**src/rtl/uart_rx_fifo_wr.sv**
```systemverilog
// UART 8N1 receiver that writes each good byte straight into a downstream sync FIFO.
// Define UART_RX_PARITY_EN to add an even-parity bit (8E1 framing) and the parity_err flag.
module uart_rx_fifo_wr #(
    parameter int CLKS_PER_BIT = 16
) (
    input  logic       clk,
    input  logic       rst,
    input  logic       rxd,
    input  logic       fifo_full,
    input  logic       err_clr,
    output logic       fifo_wr,
    output logic [7:0] fifo_din,
    output logic       busy,
    output logic       overrun,
    output logic       frame_err,
    output logic       parity_err
);

    localparam int CW = $clog2(CLKS_PER_BIT);
    localparam logic [CW-1:0] CNT_FULL = CW'(CLKS_PER_BIT - 1);
    localparam logic [CW-1:0] CNT_HALF = CW'(CLKS_PER_BIT / 2 - 1);

    typedef enum logic [2:0] {
        S_IDLE,
        S_START,
        S_DATA,
        S_STOP,
        S_BREAK
`ifdef UART_RX_PARITY_EN
        , S_PARITY
`endif
    } state_t;

    state_t          state_q, state_d;
    logic [CW-1:0]   cnt_q, cnt_d;
    logic [2:0]      bit_q, bit_d;
    logic [7:0]      shift_q, shift_d;
    logic [7:0]      din_q;
    logic            commit_q, commit_d;
    logic            sync1_q, rxs_q;
    logic            overrun_q, overrun_d;
    logic            frame_err_q, frame_err_d;
    logic            frame_set;

`ifdef UART_RX_PARITY_EN
    logic            par_bad_q, par_bad_d;
    logic            parity_err_q, parity_err_d;
    logic            par_set;
`endif

    always_ff @(posedge clk) begin
        if (rst) begin
            state_q     <= S_IDLE;
            cnt_q       <= '0;
            bit_q       <= '0;
            shift_q     <= '0;
            din_q       <= '0;
            commit_q    <= 1'b0;
            sync1_q     <= 1'b1;
            rxs_q       <= 1'b1;
            overrun_q   <= 1'b0;
            frame_err_q <= 1'b0;
`ifdef UART_RX_PARITY_EN
            par_bad_q    <= 1'b0;
            parity_err_q <= 1'b0;
`endif
        end else begin
            state_q     <= state_d;
            cnt_q       <= cnt_d;
            bit_q       <= bit_d;
            shift_q     <= shift_d;
            commit_q    <= commit_d;
            sync1_q     <= rxd;
            rxs_q       <= sync1_q;
            overrun_q   <= overrun_d;
            frame_err_q <= frame_err_d;
            if (fifo_wr) din_q <= shift_q;
`ifdef UART_RX_PARITY_EN
            par_bad_q    <= par_bad_d;
            parity_err_q <= parity_err_d;
`endif
        end
    end

    always_comb begin
        state_d   = state_q;
        cnt_d     = cnt_q;
        bit_d     = bit_q;
        shift_d   = shift_q;
        commit_d  = 1'b0;
        frame_set = 1'b0;
`ifdef UART_RX_PARITY_EN
        par_bad_d = par_bad_q;
        par_set   = 1'b0;
`endif
        case (state_q)
            S_IDLE: begin
                if (!rxs_q) begin
                    state_d = S_START;
                    cnt_d   = CNT_HALF;
                end
            end
            S_START: begin
                if (cnt_q == '0) begin
                    if (!rxs_q) begin
                        state_d = S_DATA;
                        cnt_d   = CNT_FULL;
                        bit_d   = '0;
                    end else begin
                        state_d = S_IDLE;
                    end
                end else begin
                    cnt_d = cnt_q - CW'(1);
                end
            end
            S_DATA: begin
                if (cnt_q == '0) begin
                    shift_d = {rxs_q, shift_q[7:1]};
                    cnt_d   = CNT_FULL;
                    bit_d   = bit_q + 3'd1;
                    if (bit_q == 3'd7) begin
`ifdef UART_RX_PARITY_EN
                        state_d   = S_PARITY;
                        par_bad_d = 1'b0;
`else
                        state_d = S_STOP;
`endif
                    end
                end else begin
                    cnt_d = cnt_q - CW'(1);
                end
            end
`ifdef UART_RX_PARITY_EN
            S_PARITY: begin
                if (cnt_q == '0) begin
                    cnt_d   = CNT_FULL;
                    state_d = S_STOP;
                    // Even parity: the parity bit makes the total count of ones even.
                    if (rxs_q != ^shift_q) begin
                        par_bad_d = 1'b1;
                        par_set   = 1'b1;
                    end
                end else begin
                    cnt_d = cnt_q - CW'(1);
                end
            end
`endif
            S_STOP: begin
                if (cnt_q == '0) begin
                    if (rxs_q) begin
                        // Leave at the stop midpoint so a back-to-back start bit is caught.
                        state_d = S_IDLE;
`ifdef UART_RX_PARITY_EN
                        commit_d = !par_bad_q;
`else
                        commit_d = 1'b1;
`endif
                    end else begin
                        state_d   = S_BREAK;
                        frame_set = 1'b1;
                    end
                end else begin
                    cnt_d = cnt_q - CW'(1);
                end
            end
            S_BREAK: begin
                if (rxs_q) state_d = S_IDLE;
            end
            default: state_d = S_IDLE;
        endcase
    end

    assign fifo_wr  = commit_q & ~fifo_full;
    assign fifo_din = fifo_wr ? shift_q : din_q;
    assign busy     = (state_q != S_IDLE);

    // Set beats clear when both happen in the same cycle.
    assign overrun_d   = (commit_q & fifo_full) | (overrun_q & ~err_clr);
    assign frame_err_d = frame_set | (frame_err_q & ~err_clr);
    assign overrun     = overrun_q;
    assign frame_err   = frame_err_q;

`ifdef UART_RX_PARITY_EN
    assign parity_err_d = par_set | (parity_err_q & ~err_clr);
    assign parity_err   = parity_err_q;
`else
    assign parity_err = 1'b0;
`endif

endmodule

```
**config.mk**
```make
export PLATFORM = sky130hd
export DESIGN_NAME = uart_rx_fifo_wr
export DESIGN_NICKNAME = d
export VERILOG_FILES = /design/src/rtl/uart_rx_fifo_wr.sv
export SDC_FILE = /design/constraint.sdc
export NUM_CORES = 1
export LEC_CHECK = 0
export CAP_MARGIN = 0
export CORE_MARGIN = 2
export CORE_UTILIZATION = 23
export CTS_BUF_LIST = sky130_fd_sc_hd__clkbuf_2 sky130_fd_sc_hd__clkbuf_4 sky130_fd_sc_hd__clkbuf_8
export DETAILED_ROUTE_END_ITERATION = 16
export GPL_TIMING_DRIVEN = 1
export PLACE_DENSITY_LB_ADDON = 0.3
export REMOVE_ABC_BUFFERS = 1
export SLEW_MARGIN = 20
export SYNTH_ARGS = -nofsm -noshare
export SYNTH_HDL_FRONTEND = slang
export SYNTH_SLANG_ARGS = --single-unit
```
**constraint.sdc**
```tcl
create_clock -name clk -period 2.01 [get_ports clk]
set_input_delay 0.5025 -clock clk [delete_from_list [all_inputs] [get_ports clk]]
set_output_delay 0.5025 -clock clk [all_outputs]
set_load 0.005 [all_outputs]
```
==> results.py <==
metrics = {
    "outcome": {
        "status": "finished, final reports clean",
    },
    "timing": {
        "fmax_mhz": 523,
        "period_needed_ps": 1910,
        "drv_slew": 0,
        "fin_crit_sh_pct": 95.1,
        "setup-tns-final_ps": 0,
        "fin_skew_ps": 5.15,
        "rsz0062_at_grt": "no",
        "setup_viol": 0,
        "finalHoldViolCount": 0,
        "fin_ws_ps": 98.4,
    },
    "run": {
        "cap_violations": 0,
    },
    "clocking": {
        "cts.sinks": 31,
        "cts_htree_levels": 2,
        "clk_pin_slew_ps": 60,
        "hold_buffers": 0,
        "clk_latency_ps": 280,
        "cts_buffer_depth": 2,
        "cts_buffers": 5,
        "cts_tree": "yes",
        "cts_root_buf": "clkbuf_8",
    },
    "synthesis": {
        "yosysWarnings": 0,
        "syn_area_per_cell_um2": 10.1,
        "ys_types": 34,
        "synth-seq-area-share_pct": 45.8,
        "syn_area_mm2": 0.00136,
        "synth_seq_cells": 31,
        "synthCells": 134,
    },
    "critical_path": {
        "worstSetupStartpointType": "input pin",
        "worst-path-max-fanout": 5,
        "worstSetupPathType": "in2out",
        "reg2reg_depth": 5,
        "crit_arrival_ps": 1410,
        "worstPathRequired_ps": 1510,
        "worstSetupEndpointType": "primary output",
    },
    "floorplanning": {
        "die_w_um": 80.8,
        "io_pins": 18,
        "die-area_mm2": 0.00653,
        "std_cell_rows": 27,
        "die_h_um": 80.8,
        "core_mm2": 0.00561,
        "initial_core_util_pct": 24.2,
    },
    "global_route": {
        "grt_remaining_overflow": 0,
        "grt_util_all_layers_pct": 10.5,
        "antenna_found_initial": 0,
        "grt_start_max_net_pins": 33,
        "grt_pass1_wl_mm": 5.00,
        "grt_pass1_vias": 1037,
    },
    "pwr": {
        "p_leak_nw": 0.729,
        "power_density_mw_per_mm2": 778,
        "power_mw": 1.38,
        "peakVddDrop_v": 0.000309,
    },
    "drt": {
        "first_iter_violations": 59,
        "drc": 0,
        "routedWlPerCell_um": 12.3,
        "drt_wl_total_mm": 2.83,
        "antenna_left": 0,
        "vias_per_cell": 4.33,
        "num_vias": 997,
        "first_pass_iters": 2,
    },
    "final_layout": {
        "final_util_pct": 31.6,
        "layout.nets": 166,
        "antenna_cells": 0,
        "area_delta_synth_final_pct": 30.5,
        "layout-drive-gt1-share_pct": 20.9,
        "finalInstanceArea_mm2": 0.00177,
    },
    "worst_hold_path": {
        "hp-class": "reg2reg",
        "whs_path_depth": 1,
    },
    "place": {
        "hpwl_mm": 1.74,
        "io_buffer_count": 16,
        "place_area_mm2": 0.00164,
        "gp_routability_congestion": 0.730,
        "place_ws_ps": -564,
    },
}
-- state kept, by name (all words and copies together), names as in the netlist --
signal	count
bit_q	3
cnt_q	4
commit_q	1
din_q	8
frame_err	1
overrun	1
rxs_q	1
shift_q	8
state_q	3
sync1_q	1
-- what timing repair did --
action / in CTS / in global routing
pin swaps: 0 / 0
cloned: 1 / 0
setup endpoints to repair: 9 / 7
setup buffers: 1 / 0
resized for setup: 16 / 7
-- critical path: stages --
cell	delay, ps
buf_2	120
nand2b_4	190
mux2_4	320
dlygate4sd2_1	260
-- cell families (layout without fill, tap and decap cells) --
logic type	count (synthesis)	after routing	synth area share, %
flip-flops	31	31	45.8
adder cells (fa/ha/maj)	4	4	3.69
buffers and inverters	14	37	5.53
AO/OA/AOI/OAI	16	16	10.1
multiplexers	19	19	15.1
AND/OR/NAND/NOR	49	50	19.5
other	1	1	0.276
-- per-layer routing --
layer  part of all wire [%]  track usage, %  up-vias
met2                     44            15.7       19
met1                     48            12.7      462
met5                      0               0        -
met4                    1.5            4.58        0
li1                       -               -      510
met3                    5.9            5.22        6
-- cell usage in the layout, fill, tap and decap left out, drive strengths merged, types with 2 or more instances in the layout --
master / Yosys / routed
dfxtp: 31 / 31
a22oi: 3 / 3
mux2: 9 / 9
nor3b: 3 / 3
or2: 2 / 2
nor2b: 9 / 9
dlygate4sd2: 0 / 8
nor3: 5 / 5
clkdlybuf4s50: 0 / 6
clkbuf: 3 / 6
buf: 6 / 9
a311oi: 2 / 2
nand2: 4 / 4
mux2i: 10 / 10
nand2b: 3 / 4
nand4: 2 / 2
ha: 4 / 4
a211oi: 3 / 3
inv: 5 / 5
nor2: 19 / 19
-- synth_stat cells (all sizes together) --
| cell | number | area, um2 |
|---|---|---|
| o22ai | 1 | 20.0 |
| mux2i | 10 | 100 |
| nor3 | 5 | 25.0 |
| o21ai | 1 | 5.00 |
| dfxtp | 31 | 621 |
| a2111oi | 1 | 10.0 |
| inv | 5 | 18.8 |
| nor2b | 9 | 56.3 |
| or2 | 2 | 12.5 |
| a22oi | 3 | 22.5 |
| mux2 | 9 | 105 |
| ha | 4 | 50.1 |
| nor2 | 19 | 71.3 |
| nand2b | 3 | 18.8 |
| or4 | 1 | 7.51 |
| a22o | 1 | 8.76 |
| a311oi | 2 | 17.5 |
| o2111ai | 1 | 8.76 |
| conb | 1 | 3.75 |
| o31a | 1 | 8.76 |
| nand4 | 2 | 12.5 |
| a2bb2oi | 1 | 8.76 |
| nand4bb | 1 | 11.3 |
| clkbuf | 3 | 11.3 |
| nand2 | 4 | 15.0 |
| buf | 6 | 45.0 |
| a211oi | 3 | 22.5 |
| nor3b | 3 | 33.8 |
| a21oi | 1 | 5.00 |
-- layout make-up --
class                   instances  area, um2
clock inverters                 2       35.0
flip-flops and latches         31        622
fillers                       629       3840
multi-input cells              90        704
clock buffers                   6       82.6
inverters                       5       18.8
repair buffers                 24        218
well taps                      72       90.1
-- path summary, 6_finish.rpt --
kind,to,start,slack (ps)
worst max register to register,state_q[0]$_SDFFE_PP0P_,cnt_q[0]$_SDFFE_PP0P_,330
worst min-delay path,rxs_q$_SDFF_PP1_,sync1_q$_SDFF_PP1_,420
worst max-delay path,fifo_din[2],fifo_full,100
worst min register to register,rxs_q$_SDFF_PP1_,sync1_q$_SDFF_PP1_,420
-- through the flow --
stage,hold WS (ps),std cells
after floorplan,389,125
after global placement,391,221
after detailed placement,402,221
after CTS,419,230
after global routing,444,230
final,416,230
-- power by group --
part	total, mW	internal [mW]	switching, mW	leakage, nW
clock network	0.637	0.401	0.236	0.0612
logic	0.106	0.0512	0.0548	0.417
registers	0.635	0.624	0.0110	0.251
total	1.38	1.08	0.302	0.729
Power figures use the tool's default switching activity.
